File: config.mk
export PLATFORM = sky130hd
export DESIGN_NAME = vga_pixel2num
export DESIGN_NICKNAME = d
export VERILOG_FILES = /design/src/rtl/vga_pixel2num.sv
export SDC_FILE = /design/constraint.sdc
export NUM_CORES = 1
export LEC_CHECK = 0
export ABC_AREA = 0
export BUFFER_PORTS_ARGS = -buffer_cell sky130_fd_sc_hd__clkbuf_2
export CORE_MARGIN = 10
export CORE_UTILIZATION = 57
export CTS_CLUSTER_DIAMETER = 60
export CTS_CLUSTER_SIZE = 20
export DETAILED_ROUTE_END_ITERATION = 7
export PLACE_DENSITY = 0.79
export SLEW_MARGIN = 20
export SYNTH_ARGS = -nofsm -noshare
export SYNTH_HDL_FRONTEND = slang
export SYNTH_SLANG_ARGS = --single-unit
File: constraint.sdc
create_clock -name clk -period 3.9 [get_ports clk]
set_clock_uncertainty 0.05 [all_clocks]
set_input_delay 0.39 -clock clk [delete_from_list [all_inputs] [get_ports clk]]
set_output_delay 0.39 -clock clk [all_outputs]
set_load 0.05 [all_outputs]
File: src/rtl/vga_pixel2num.sv
// Self-test readback monitor: samples nine segment points of a rendered digit in the
// VGA stream, classifies them against the frame's theme colours and decodes the digit.
module vga_pixel2num #(
  parameter logic [9:0] X0     = 10'd100,
  parameter logic [9:0] Y0     = 10'd100,
  parameter logic [9:0] W      = 10'd40,
  parameter logic [9:0] H      = 10'd80,
  parameter int         STABLE = 2
) (
  input  logic        clk,
  input  logic        rst_n,
  input  logic        sof,
  input  logic        valid,
  input  logic [9:0]  h_cnt,
  input  logic [9:0]  v_cnt,
  input  logic [11:0] pixel,
  input  logic [1:0]  theme,
  output logic [3:0]  num_out,
  output logic        num_valid,
  output logic        locked,
  output logic        frame_err
);

  localparam logic [9:0] XL = X0;
  localparam logic [9:0] XM = X0 + W / 10'd2;
  localparam logic [9:0] XR = X0 + W;
  localparam logic [9:0] YT = Y0;
  localparam logic [9:0] Y1 = Y0 + H / 10'd4;
  localparam logic [9:0] YM = Y0 + H / 10'd2;
  localparam logic [9:0] Y3 = Y0 + (H / 10'd4) * 10'd3;
  localparam logic [9:0] YB = Y0 + H;
  localparam logic [2:0] STABLE_C = 3'(STABLE);

  typedef enum logic [1:0] {SYNC, CAPTURE, DECODE} state_t;

  state_t      state, state_nxt;
  logic [1:0]  theme_q, theme_eff;
  logic [11:0] fg, bg;
  logic [8:0]  pt, samp;
  logic [8:0]  cap_bits, cap_hit, dec_bits, dec_hit;
  logic [8:0]  bits_nxt, hit_nxt;
  logic        cap_bad, dec_bad, bad_nxt;
  logic        take_sof, sampling;
  logic [3:0]  code, candidate;
  logic        code_ok, good;
  logic [2:0]  count, cnt_nxt;

  // A sof arriving during the one-cycle DECODE slot is dropped.
  assign take_sof  = sof && (state != DECODE);
  assign sampling  = (state != SYNC) || sof;
  assign theme_eff = take_sof ? theme : theme_q;

  always_comb begin
    bg = 12'h000;
    fg = 12'hfff;
    case (theme_eff)
      2'b01:   begin bg = 12'hfff; fg = 12'h000; end
      2'b10:   begin bg = 12'he7d; fg = 12'h8f0; end
      default: ;
    endcase
  end

  always_comb begin
    pt[0] = (h_cnt == XM) && (v_cnt == YT);
    pt[1] = (h_cnt == XR) && (v_cnt == Y1);
    pt[2] = (h_cnt == XR) && (v_cnt == Y3);
    pt[3] = (h_cnt == XM) && (v_cnt == YB);
    pt[4] = (h_cnt == XL) && (v_cnt == Y3);
    pt[5] = (h_cnt == XL) && (v_cnt == Y1);
    pt[6] = (h_cnt == XM) && (v_cnt == YM);
    pt[7] = (h_cnt == XL) && (v_cnt == YM);
    pt[8] = (h_cnt == XR) && (v_cnt == YM);
  end

  // The sof-cycle pixel is folded in on top of the cleared capture set.
  always_comb begin
    samp     = valid ? pt : 9'd0;
    hit_nxt  = (take_sof ? 9'd0 : cap_hit) | samp;
    bits_nxt = ((take_sof ? 9'd0 : cap_bits) & ~samp) | (samp & {9{pixel == fg}});
    bad_nxt  = (take_sof ? 1'b0 : cap_bad) | ((|samp) && (pixel != fg) && (pixel != bg));
  end

  always_comb begin
    state_nxt = state;
    case (state)
      SYNC:    if (sof) state_nxt = CAPTURE;
      CAPTURE: if (sof) state_nxt = DECODE;
      DECODE:  state_nxt = CAPTURE;
      default: state_nxt = SYNC;
    endcase
  end

  always_ff @(posedge clk) begin
    if (!rst_n) begin
      state    <= SYNC;
      theme_q  <= 2'd0;
      cap_bits <= 9'd0;
      cap_hit  <= 9'd0;
      cap_bad  <= 1'b0;
      dec_bits <= 9'd0;
      dec_hit  <= 9'd0;
      dec_bad  <= 1'b0;
    end else begin
      state <= state_nxt;
      if (take_sof) theme_q <= theme;
      if (take_sof && state == CAPTURE) begin
        dec_bits <= cap_bits;
        dec_hit  <= cap_hit;
        dec_bad  <= cap_bad;
      end
      if (sampling) begin
        cap_bits <= bits_nxt;
        cap_hit  <= hit_nxt;
        cap_bad  <= bad_nxt;
      end
    end
  end

  always_comb begin
    code_ok = 1'b1;
    code    = 4'd11;
    case (dec_bits)
      9'b1_1011_1111: code = 4'd0;
      9'b1_0000_0110: code = 4'd1;
      9'b1_1101_1011: code = 4'd2;
      9'b1_0100_1111: code = 4'd3;
      9'b1_1110_0110: code = 4'd4;
      9'b1_1110_1101: code = 4'd5;
      9'b1_1111_1101: code = 4'd6;
      9'b1_0000_0111: code = 4'd7;
      9'b1_1111_1111: code = 4'd8;
      9'b1_1110_0111: code = 4'd9;
      9'b1_1100_0000: code = 4'd10;
      9'b0_0000_0000: code = 4'd11;
      default:        code_ok = 1'b0;
    endcase
    good = (&dec_hit) && !dec_bad && code_ok;
  end

  always_comb begin
    cnt_nxt = 3'd1;
    if (code == candidate) cnt_nxt = (count >= STABLE_C) ? STABLE_C : count + 3'd1;
  end

  // Candidate tracking: an error frame breaks the run but keeps the candidate.
  always_ff @(posedge clk) begin
    if (!rst_n) begin
      num_out   <= 4'd11;
      num_valid <= 1'b0;
      locked    <= 1'b0;
      frame_err <= 1'b0;
      candidate <= 4'd11;
      count     <= 3'd0;
    end else begin
      num_valid <= 1'b0;
      frame_err <= 1'b0;
      if (state == DECODE) begin
        if (!good) begin
          frame_err <= 1'b1;
          count     <= 3'd0;
          locked    <= 1'b0;
        end else begin
          candidate <= code;
          count     <= cnt_nxt;
          if (cnt_nxt >= STABLE_C) begin
            num_out   <= code;
            locked    <= 1'b1;
            num_valid <= 1'b1;
          end else begin
            locked <= 1'b0;
          end
        end
      end
    end
  end

endmodule

# Word level (Yosys, flattened, before mapping)
# Index checks and enable logic that the tools add are counted.
# op_classes
mux	18
reduce_logical	27
n_eq_ne	30
bitwise_logic	6
order_cmp	2
addsub	1
# op_table
op	count
$eq A9 B9 Y1 const B	11
$pmux W12 S2	2
$pmux W4 S11	1
$eq A10 B7 Y1 const B	4
$eq A10 B8 Y1 const B	4
$mux W9	3
$ne A12 B12 Y1	2
$and A9 B9 Y9	2
$or A9 B9 Y9	2
$logic_and A1 B1 Y1	15
$eq A12 B12 Y1	1
$reduce_or A12 Y1	1
$logic_not A9 Y1	1
$mux W3	3
$not A9 Y9	1
$reduce_and A9 Y1	1
$reduce_or A9 Y1	1
$ge A3 B2 Y1 const B	2
$mux W2	3
$ne A2 B2 Y1 const B	3
$pmux W2 S3	1
$reduce_and A2 Y1	3
$mux W1	5
$eq A2 B1 Y1 const B	2
other kinds (9)	10
# word_totals
ff_bits	56
out_inout_bits	7

# Depth between registers and ports, before layout
# Gate-level depths: netlist of the first run.
# depth
depth_word	9
ltp_mapped	13
mapped_depth_nobuf	11

# Least setup slack after synthesis of the first run
# OpenSTA, ideal clock, no wires.
# synth_path
path_type	register to register
start	register state[0]
end	register cap_bits[1]
setup_ns	0.070
synth_period_minus_slack_ns	3.495
path_slack_ns	0.405
arrival_time_ns	3.375
stages_incl_launch_ff	13
path_cell_list	dfxtp_1 nand2b_1 and2_0 clkbuf_1 mux2i_1 ha_1 or4b_1 a211oi_2 nor2_1 or4_1 clkbuf_1 or4_1 a21oi_1
# synth_via
elab_chain_len	8
elab_cells_between_ends	13
cone_classes	eq/ne (4); mux (3); bitwise (3); reduce/logical (3)
# synth_rtl
item	line	rtl
start, declared	36	state_t state, state_nxt;
start signal, assigned	104	state <= state_nxt;
$ne A2 B2 Y1	49	assign take_sof = sof && (state != DECODE);
$logic_and A1 B1 Y1	49	
$mux W2	--	
$eq A2 B2 Y1 or $eq A2 B1 Y1 (tied branches)	56	case (theme_eff)
$pmux W12 S2	56	
$eq A12 B12 Y1	79	bits_nxt = ((take_sof ? 9'd0 : cap_bits) & ~samp) | (samp & {9{pixel == fg}});
$and A9 B9 Y9	79	
$or A9 B9 Y9	79	
end signal, assigned	112	cap_bits <= bits_nxt;
end, declared	40	logic [8:0] cap_bits, cap_hit, dec_bits, dec_hit;
# Several ways; a longest one is shown, not always the timed one.
# A chain may end at the register's enable or synchronous reset.

# Worst setup path after layout of the first run
# Same ends and word-level chain as after synthesis.

==> results.json, run 1 <==
{
  "gp_congestion": 0.885,
  "reg2reg_setup_slack_ps": 260,
  "drt_iter0_markers": 151,
  "synth_cells": 400,
  "hold_depth": 3,
  "p_leak_nw": 1.24,
  "avgSynthCellArea_um2": 7.88,
  "final_cell_mix": "nand2_1 (63), dfxtp_1 (56), a21oi_1 (46)",
  "worst_path_most_repeated_cell": "or4_1",
  "cts_tree": "yes",
  "cp_top_family": "simple AND/OR/NAND/NOR gates",
  "final_common_cell": "nand2_1",
  "path_max_fanout": 7,
  "pwr_density_cell_nw_per_um2": 306,
  "critPathLaunchType": "flop",
  "grt.total_usage_pct": 17.3,
  "drive_gt1_share_pct": 17.1,
  "vdd_drop_max_v": 0.000207,
  "grt_pass1_vias": 2864,
  "min_to": "theme_q[1]$_SDFF_PN0_",
  "timing.fmax_ghz": 0.275,
  "layout.nets": 473,
  "drc_errors": 0,
  "wirelength_um": 7680,
  "hold_violations": 0,
  "drt-wirelength-per-cell_um": 15.2,
  "cpPeakStageDelay_ps": 630,
  "die_w_um": 94.4,
  "finalCritPeriodShare_pct": 93.3,
  "async_reset_ff_share_pct": 0,
  "synth_xor_area_share_pct": 1.11,
  "tns_ps": 0,
  "timing.rr.end": "cap_bits[1]$_SDFFE_PN0P_",
  "r2r_cells": 10,
  "muxShareOfSynthArea_pct": 2.30,
  "timing.slew.headroom_pct": 44.3,
  "crit_start": "state[0]$_SDFFE_PN0P_",
  "crit_type": "flop to flop",
  "grt_pass1_wl_um": 13000,
  "hold_buffers": 0,
  "slowest_stage": "or4_1",
  "finalCriticalPeriod_ps": 3640,
  "yosys_warnings": 0,
  "netlist_area_um2": 3150,
  "synth_fa_ha_area_share_pct": 1.19,
  "arrival_ps": 3820,
  "io_pins": 45,
  "synth_compound_area_share_pct": 20.5,
  "min_from": "theme[1]",
  "areaGrowthSynthToFinish_pct": 11.2,
  "gr-total-overflow": 0,
  "via_per_inst": 6.05,
  "dp_hpwl_um": 5830,
  "cp.required_ps": 4080,
  "cts_resized": 0,
  "power.total_mw": 1.07,
  "synth_top_family_by_area": "simple AND/OR/NAND/NOR gates",
  "diodes": 0,
  "cts_setup_buffers": 0,
  "initial_core_util_pct": 57.9,
  "ant_nets": 0,
  "slew_viol_final": 0,
  "clock_latency_ps": 300,
  "num_rows": 27,
  "timing.rr.start": "state[0]$_SDFFE_PN0P_",
  "worstMarginPinSlew_ps": 827,
  "setup_viol": 0,
  "die_area_um2": 8900,
  "clock_sinks": 56,
  "cp_num_buf_inv": 0,
  "cts_root_buf": "clkbuf_8",
  "max-cap-violations": 0,
  "crit_chain": "nand2b_1 > and2_0 > mux2i_1 > ha_1 > or4b_1 > a211oi_2 > nor2_1 > or4_1 > or4_1 > a21oi_1",
  "die_height_um": 94.4,
  "synth_edf_count": 0,
  "coreArea_um2": 5440,
  "antenna_found_initial": 0,
  "synthFlopType": "dfxtp_1",
  "cts_buffer_depth": 2,
  "dr.pass1.iters": 4,
  "synth-simple-area-share_pct": 35.5,
  "synth.distinct_cells": 68,
  "cts_buffers": 5,
  "hold_path_class": "primary input to flop",
  "htree_levels": 2,
  "cp-end-kind": "flop",
  "path_clk_slew_ps": 100,
  "vias": 3055,
  "grt_max_degree": 46,
  "io_buffer_count": 44,
  "yosysSeqAreaShare_pct": 35.6,
  "outcome": "finished, final reports clean",
  "synth_seq_cells": 56,
  "synth.net_count": 441,
  "grt_setup_unrepaired": "no"
}
## sequential cells by signal, indices dropped and copies added, names as in the netlist
| name | count |
|---|---|
| dec_bits | 9 |
| num_valid | 1 |
| cap_hit | 9 |
| num_out | 4 |
| state | 2 |
| dec_bad | 1 |
| cap_bad | 1 |
| locked | 1 |
| count | 3 |
| cap_bits | 9 |
| frame_err | 1 |
| theme_q | 2 |
| dec_hit | 9 |
| candidate | 4 |
## routing by layer
metal | track usage (%) | share of wire (%)
met1 | 22.0 | 45
met2 | 28.7 | 47
met3 | 3.57 | 5.9
met4 | 5.44 | 1.5
met5 | 0 | 0
## stage by stage
step           hold WS [ps]  cell area, um^2  instances  setup slack [ps]  utilization (%)
2_1_floorplan           377             3150        400               405                -
3_3_place_gp            394             3380        497               404             62.1
3_5_place_dp            397             3380        497               272             62.1
4_1_cts                 301             3500        505               242             64.4
5_1_grt                 324             3500        505             0.402             64.4
6_report                298             3500        505               262             64.4
## logic make-up (layout without fill, tap and decap cells)
| logic type | count (synthesis) | after routing |
|---|---|---|
| XOR/XNOR | 4 | 4 |
| adder cells (fa/ha/maj) | 3 | 3 |
| AO/OA/AOI/OAI | 97 | 97 |
| AND/OR/NAND/NOR | 206 | 206 |
| buffers and inverters | 27 | 60 |
| flip-flops | 56 | 56 |
| multiplexers | 7 | 7 |
## how the worst max path moves through the flow
stage | endpoint | slack (ps) | cells past startpoint
6_report | cap_bits[1]$_SDFFE_PN0P_ | 260 | 10
5_1_grt | cap_bits[1]$_SDFFE_PN0P_ | 0.4 | 10
4_1_cts | cap_bits[1]$_SDFFE_PN0P_ | 240 | 10
3_5_place_dp | cap_bits[1]$_SDFFE_PN0P_ | 270 | 10
3_3_place_gp | cap_bits[1]$_SDFFE_PN0P_ | 400 | 10
2_1_floorplan | cap_bits[1]$_SDFFE_PN0P_ | 400 | 12
## worst min-delay path: cells and delay by family
| family | cells | cell delay [ps] |
|---|---|---|
| and+or+nand+nor | 1 | 80 |
| muxes | 1 | 80 |
| buffers and inverters | 1 | 70 |
## cell usage after synthesis (4+ instances only)
| cell type | number | area, um^2 |
|---|---|---|
| dfxtp_1 | 56 | 1120 |
| or3_1 | 5 | 31.3 |
| nor4_1 | 10 | 62.6 |
| o2111ai_1 | 4 | 35.0 |
| nand3_1 | 14 | 70.1 |
| mux2i_1 | 5 | 50.1 |
| a21oi_1 | 46 | 230 |
| nand3b_1 | 8 | 60.1 |
| clkbuf_1 | 15 | 56.3 |
| nor2_1 | 36 | 135 |
| and3_1 | 5 | 31.3 |
| nand2_1 | 63 | 236 |
| nand2b_1 | 4 | 25.0 |
| nor3_1 | 11 | 55.1 |
| o21ai_0 | 11 | 55.1 |
| a31oi_1 | 4 | 25.0 |
| or4_1 | 4 | 30.0 |
| o211ai_1 | 6 | 45.0 |
| inv_1 | 5 | 18.8 |
| nand4_1 | 8 | 50.1 |
| buf_2 | 4 | 20.0 |
## cell type report
type / instances / area (um^2)
fill: 491 / 1930
multi-input combinational: 317 / 1910
sequential: 56 / 1120
timing repair buffer: 46 / 235
clock buffer: 7 / 96.3
tap: 72 / 90.1
clock inverter: 1 / 30.0
inverter: 6 / 22.5
## power breakdown
group	switching, mW	total (mW)	internal, mW
combinational	0.0549	0.0879	0.0330
sequential	0.00234	0.576	0.574
clock	0.180	0.407	0.227
total	0.238	1.07	0.834
Power figures use the tool's default switching activity.
==> run 2: changes to the inputs <==
- PLACE_DENSITY: 0.79 -> 0.77
- SKIP_LAST_GASP: unset -> 1
==> run 2 against run 1 <==
- final cell count unchanged
- die area did not move
- fmax grew 0.50%
- sequential share of layout area barely moved
- register-to-register slack better by 20 ps
- global-route usage fell by 0.17 points
- count of clock-buffer cells in the layout down 1
- combinational power increased by 1%
- setup slack improved by 18 ps
- clock power is 1% lower
==> results.json, run 2 (same netlist as run 1, synthesis figures left out) <==
{
  "outcome": "finished, final reports clean",
  "crit_start": "state[0]$_SDFFE_PN0P_",
  "htree_levels": 2,
  "cts_setup_buffers": 0,
  "clock_latency_ps": 310,
  "grt_pass1_vias": 2870,
  "die_height_um": 94.4,
  "setup_slack_ps": 281,
  "seqPwrFrac_pct": 54.1,
  "via_per_inst": 6.01,
  "fin_util_pct": 64.3,
  "timing.rr.start": "state[0]$_SDFFE_PN0P_",
  "crit_type": "flop to flop",
  "vias": 3035,
  "cp-end-kind": "flop",
  "gp_congestion": 0.910,
  "cts_buffers": 5,
  "critPathLaunchType": "flop",
  "wirelength_um": 7430,
  "reg2reg_setup_slack_ps": 280,
  "io_pins": 45,
  "final_cell_mix": "nand2_1 (63), dfxtp_1 (56), a21oi_1 (46)",
  "p_leak_nw": 1.23,
  "hold_violations": 0,
  "grt_pass1_wl_um": 12900,
  "finalCriticalPeriod_ps": 3620,
  "power_switching_mw": 0.249,
  "drt-wirelength-per-cell_um": 14.7,
  "die_area_um2": 8900,
  "areaGrowthSynthToFinish_pct": 11.0,
  "vdd_drop_max_v": 0.000182,
  "gr-total-overflow": 0,
  "dr.pass1.iters": 4,
  "cp.required_ps": 4090,
  "p_clk_share_pct": 37.6,
  "layout.nets": 473,
  "diodes": 0,
  "arrival_ps": 3810,
  "setup_viol": 0,
  "final_common_cell": "nand2_1",
  "num_rows": 27,
  "swShare_pct": 23.3,
  "internal_power_mw": 0.817,
  "grt_max_degree": 46,
  "dp_hpwl_um": 5610,
  "ant_nets": 0,
  "hold_ws_ps": 295,
  "cts_resized": 0,
  "drt_iter0_markers": 229,
  "timing.rr.end": "cap_bits[1]$_SDFFE_PN0P_",
  "worstMarginPinSlew_ps": 752,
  "path_max_fanout": 7,
  "dp_worst_setup_slack_ps": 307,
  "cts_tree": "yes",
  "initial_core_util_pct": 57.9,
  "power.total_mw": 1.07,
  "pwr_density_cell_nw_per_um2": 305,
  "hold_path_class": "primary input to flop",
  "min_from": "theme[1]",
  "max-cap-violations": 0,
  "hold_depth": 3,
  "io_buffer_count": 44,
  "path_clk_slew_ps": 90,
  "coreArea_um2": 5440,
  "timing.fmax_ghz": 0.276,
  "clock_sinks": 56,
  "drc_errors": 0,
  "r2r_cells": 10,
  "slew_viol_final": 0,
  "tns_ps": 0,
  "grt_setup_unrepaired": "no",
  "die_w_um": 94.4,
  "antenna_found_initial": 0,
  "cts_buffer_depth": 2,
  "min_to": "theme_q[1]$_SDFF_PN0_",
  "grt.total_usage_pct": 17.2,
  "timing.slew.headroom_pct": 49.4,
  "hold_buffers": 0,
  "pwr-share-comb_pct": 8.3,
  "finalCritPeriodShare_pct": 92.8,
  "drive_gt1_share_pct": 17.1,
  "cts_root_buf": "clkbuf_8"
}
## run 2: cell type report
type	instances	area [um^2]
fillers	475	1940
multi-input cells	317	1910
flip-flops and latches	56	1120
repair buffers	46	235
well taps	72	90.1
clock buffers	6	82.6
clock inverters	2	38.8
inverters	6	22.5
## run 2: metrics by stage
step,instances,instance area [um^2]
2_1_floorplan,400,3150
3_3_place_gp,497,3380
3_5_place_dp,497,3380
4_1_cts,505,3500
5_1_grt,505,3500
6_report,505,3500
## run 2: routing by layer
layer	global-route usage, %	up-vias	part of all wire [%]
met5	0	-	0
met4	5.70	0	2.0
met3	2.93	10	3.7
met2	27.9	70	47
met1	22.5	1408	48
li1	-	1547	-
## run 2: critical path, cell delays in order, from the launching register on
cell and delay (ps):
dfxtp_1 430, nand2b_1 150, and2_0 290, mux2i_1 270, ha_1 250, or4b_1 470
a211oi_2 220, nor2_1 90, or4_1 630, or4_1 540, a21oi_1 150
## run 2: how the worst max path moves through the flow
stage,to,slack [ps],cells past startpoint
2_1_floorplan,cap_bits[1]$_SDFFE_PN0P_,400,12
3_3_place_gp,cap_bits[1]$_SDFFE_PN0P_,410,10
3_5_place_dp,cap_bits[1]$_SDFFE_PN0P_,310,10
4_1_cts,cap_bits[1]$_SDFFE_PN0P_,270,10
5_1_grt,cap_bits[1]$_SDFFE_PN0P_,20,10
6_report,cap_bits[1]$_SDFFE_PN0P_,280,10
## run 2: power groups by stage
stage | registers (mW) | clock network, mW | logic [mW]
3_5_place_dp | 0.590 | 0 | 0.0881
2_1_floorplan | 0.590 | 0 | 0.0512
4_1_cts | 0.577 | 0.404 | 0.0886
6_report | 0.577 | 0.401 | 0.0889
3_3_place_gp | 0.589 | 0 | 0.0864
5_1_grt | 0.577 | 0.425 | 0.0994
==> run 3: changes to the inputs <==
- CORE_UTILIZATION: 57 -> 59
- CTS_BUF_LIST: unset -> sky130_fd_sc_hd__clkbuf_8
- PLACE_DENSITY: 0.77 -> 0.8
==> run 3 against run 2 <==
- die area down 2.7%
- via count grew 0.76%
- count of clock-buffer cells in the layout unchanged
- clock power down 16%
- global-route usage down 0.15 points
- power down 6.1%
- utilization is 3.2 points higher
- hold slack better by 18 ps
- setup slack improved by 8.3 ps
- critical endpoint unchanged
- largest power group unchanged
==> results.json, run 3 (same netlist as run 1, synthesis figures left out) <==
{
  "outcome": "finished, final reports clean",
  "wirelength_um": 7440,
  "reg2reg_setup_slack_ps": 290,
  "via_per_inst": 6.08,
  "dp_hpwl_um": 5590,
  "num_rows": 26,
  "vias": 3058,
  "crit_cells": 10,
  "timing.slew.headroom_pct": 47.2,
  "pwr_density_cell_nw_per_um2": 288,
  "critPathLaunchType": "flop",
  "gp_congestion": 0.872,
  "tns_ps": 0,
  "final_common_cell": "nand2_1",
  "grt.total_usage_pct": 17.0,
  "die_area_um2": 8670,
  "p_leak_nw": 1.22,
  "finalCritPeriodShare_pct": 92.6,
  "ant_nets": 0,
  "hold_buffers": 0,
  "layout.cells.non_filler": 503,
  "worstMarginPinSlew_ps": 790,
  "placed_area_um2": 3380,
  "die_height_um": 93.1,
  "clock_sinks": 56,
  "grt_setup_unrepaired": "no",
  "final_cell_mix": "nand2_1 (63), dfxtp_1 (56), a21oi_1 (46)",
  "gr-total-overflow": 0,
  "crit_type": "flop to flop",
  "drc_errors": 0,
  "layout.nets": 473,
  "finalCriticalPeriod_ps": 3610,
  "cts_root_buf": "clkbuf_8",
  "grt_pass1_vias": 2914,
  "ff_latch_area_um2": 1120,
  "coreArea_um2": 5140,
  "slowest_stage": "or4_1",
  "pwr-share-comb_pct": 8.9,
  "cp_top_family": "simple AND/OR/NAND/NOR gates",
  "path_max_fanout": 7,
  "antenna_found_initial": 0,
  "r2r_cells": 10,
  "drt_iter0_markers": 209,
  "power_switching_mw": 0.248,
  "nFillCells": 470,
  "path_clk_slew_ps": 100,
  "dr.pass1.iters": 5,
  "hold_path_class": "primary input to flop",
  "io_pins": 45,
  "hold_ws_ps": 313,
  "htree_levels": 2,
  "cp.required_ps": 4090,
  "cts_setup_buffers": 0,
  "drive_gt1_share_pct": 17.1,
  "grt_pass1_wl_um": 12700,
  "clock_latency_ps": 310,
  "drt-wirelength-per-cell_um": 14.8,
  "cts_tree": "yes",
  "internal_power_mw": 0.753,
  "die_w_um": 93.1,
  "seqPwrFrac_pct": 57.6,
  "cts_buffer_depth": 2,
  "hold_depth": 3,
  "hold_violations": 0,
  "p_clk_share_pct": 33.5,
  "timing.fmax_ghz": 0.277,
  "slew_viol_final": 0,
  "diodes": 0,
  "swShare_pct": 24.8,
  "arrival_ps": 3800,
  "setup_viol": 0,
  "io_buffer_count": 44,
  "setup_slack_ps": 289,
  "cts_buffers": 5,
  "initial_core_util_pct": 61.3,
  "multi_input_area_um2": 1910,
  "cp_num_buf_inv": 0,
  "areaGrowthSynthToFinish_pct": 10.2,
  "cpPeakStageDelay_ps": 640,
  "worst_path_most_repeated_cell": "or4_1",
  "dp_worst_setup_slack_ps": 301,
  "fin_util_pct": 67.6,
  "max-cap-violations": 0,
  "power.total_mw": 1.00,
  "vdd_drop_max_v": 0.000194,
  "cp-end-kind": "flop",
  "dp.cells": 495,
  "grt_max_degree": 46,
  "cts_resized": 0,
  "crit_chain": "nand2b_1 > and2_0 > mux2i_1 > ha_1 > or4b_1 > a211oi_2 > nor2_1 > or4_1 > or4_1 > a21oi_1",
  "design_area_um2": 3470
}
run 3: worst paths after layout:
check,start,end
hold / removal,theme[1],theme_q[1]$_SDFF_PN0_
hold reg to reg,cap_bits[8]$_SDFFE_PN0P_,dec_bits[8]$_SDFFE_PN0P_
setup reg to reg,state[0]$_SDFFE_PN0P_,cap_bits[1]$_SDFFE_PN0P_
setup / recovery,state[0]$_SDFFE_PN0P_,cap_bits[1]$_SDFFE_PN0P_
run 3: layer usage:
layer	vias to the layer above	global-route usage, %	part of all wire, %
met5	-	0	0
met4	0	4.50	1.0
met3	6	3.28	4.6
met2	82	30.6	48
met1	1423	20.1	46
li1	1547	-	-
run 3: power by group through the flow:
stage          combinational (mW)  sequential, mW  clock [mW]
2_1_floorplan              0.0512           0.590           0
3_3_place_gp               0.0864           0.589           0
3_5_place_dp               0.0888           0.590           0
4_1_cts                    0.0892           0.576       0.342
5_1_grt                     0.100           0.577       0.361
6_report                   0.0895           0.576       0.335
run 3: final cells by class:
cell class / count / share of cell area (%)
clock inverter: 2 / 0.396
clock buffer: 6 / 2.38
inverter: 6 / 0.649
multi-input combinational: 317 / 55.0
timing repair buffer: 46 / 6.77
tap: 70 / 2.52
sequential: 56 / 32.3
run 3: worst min-delay path, cell delays in order:
cell,delay (ps)
clkbuf_2,80
mux2i_1,80
nor2_1,80
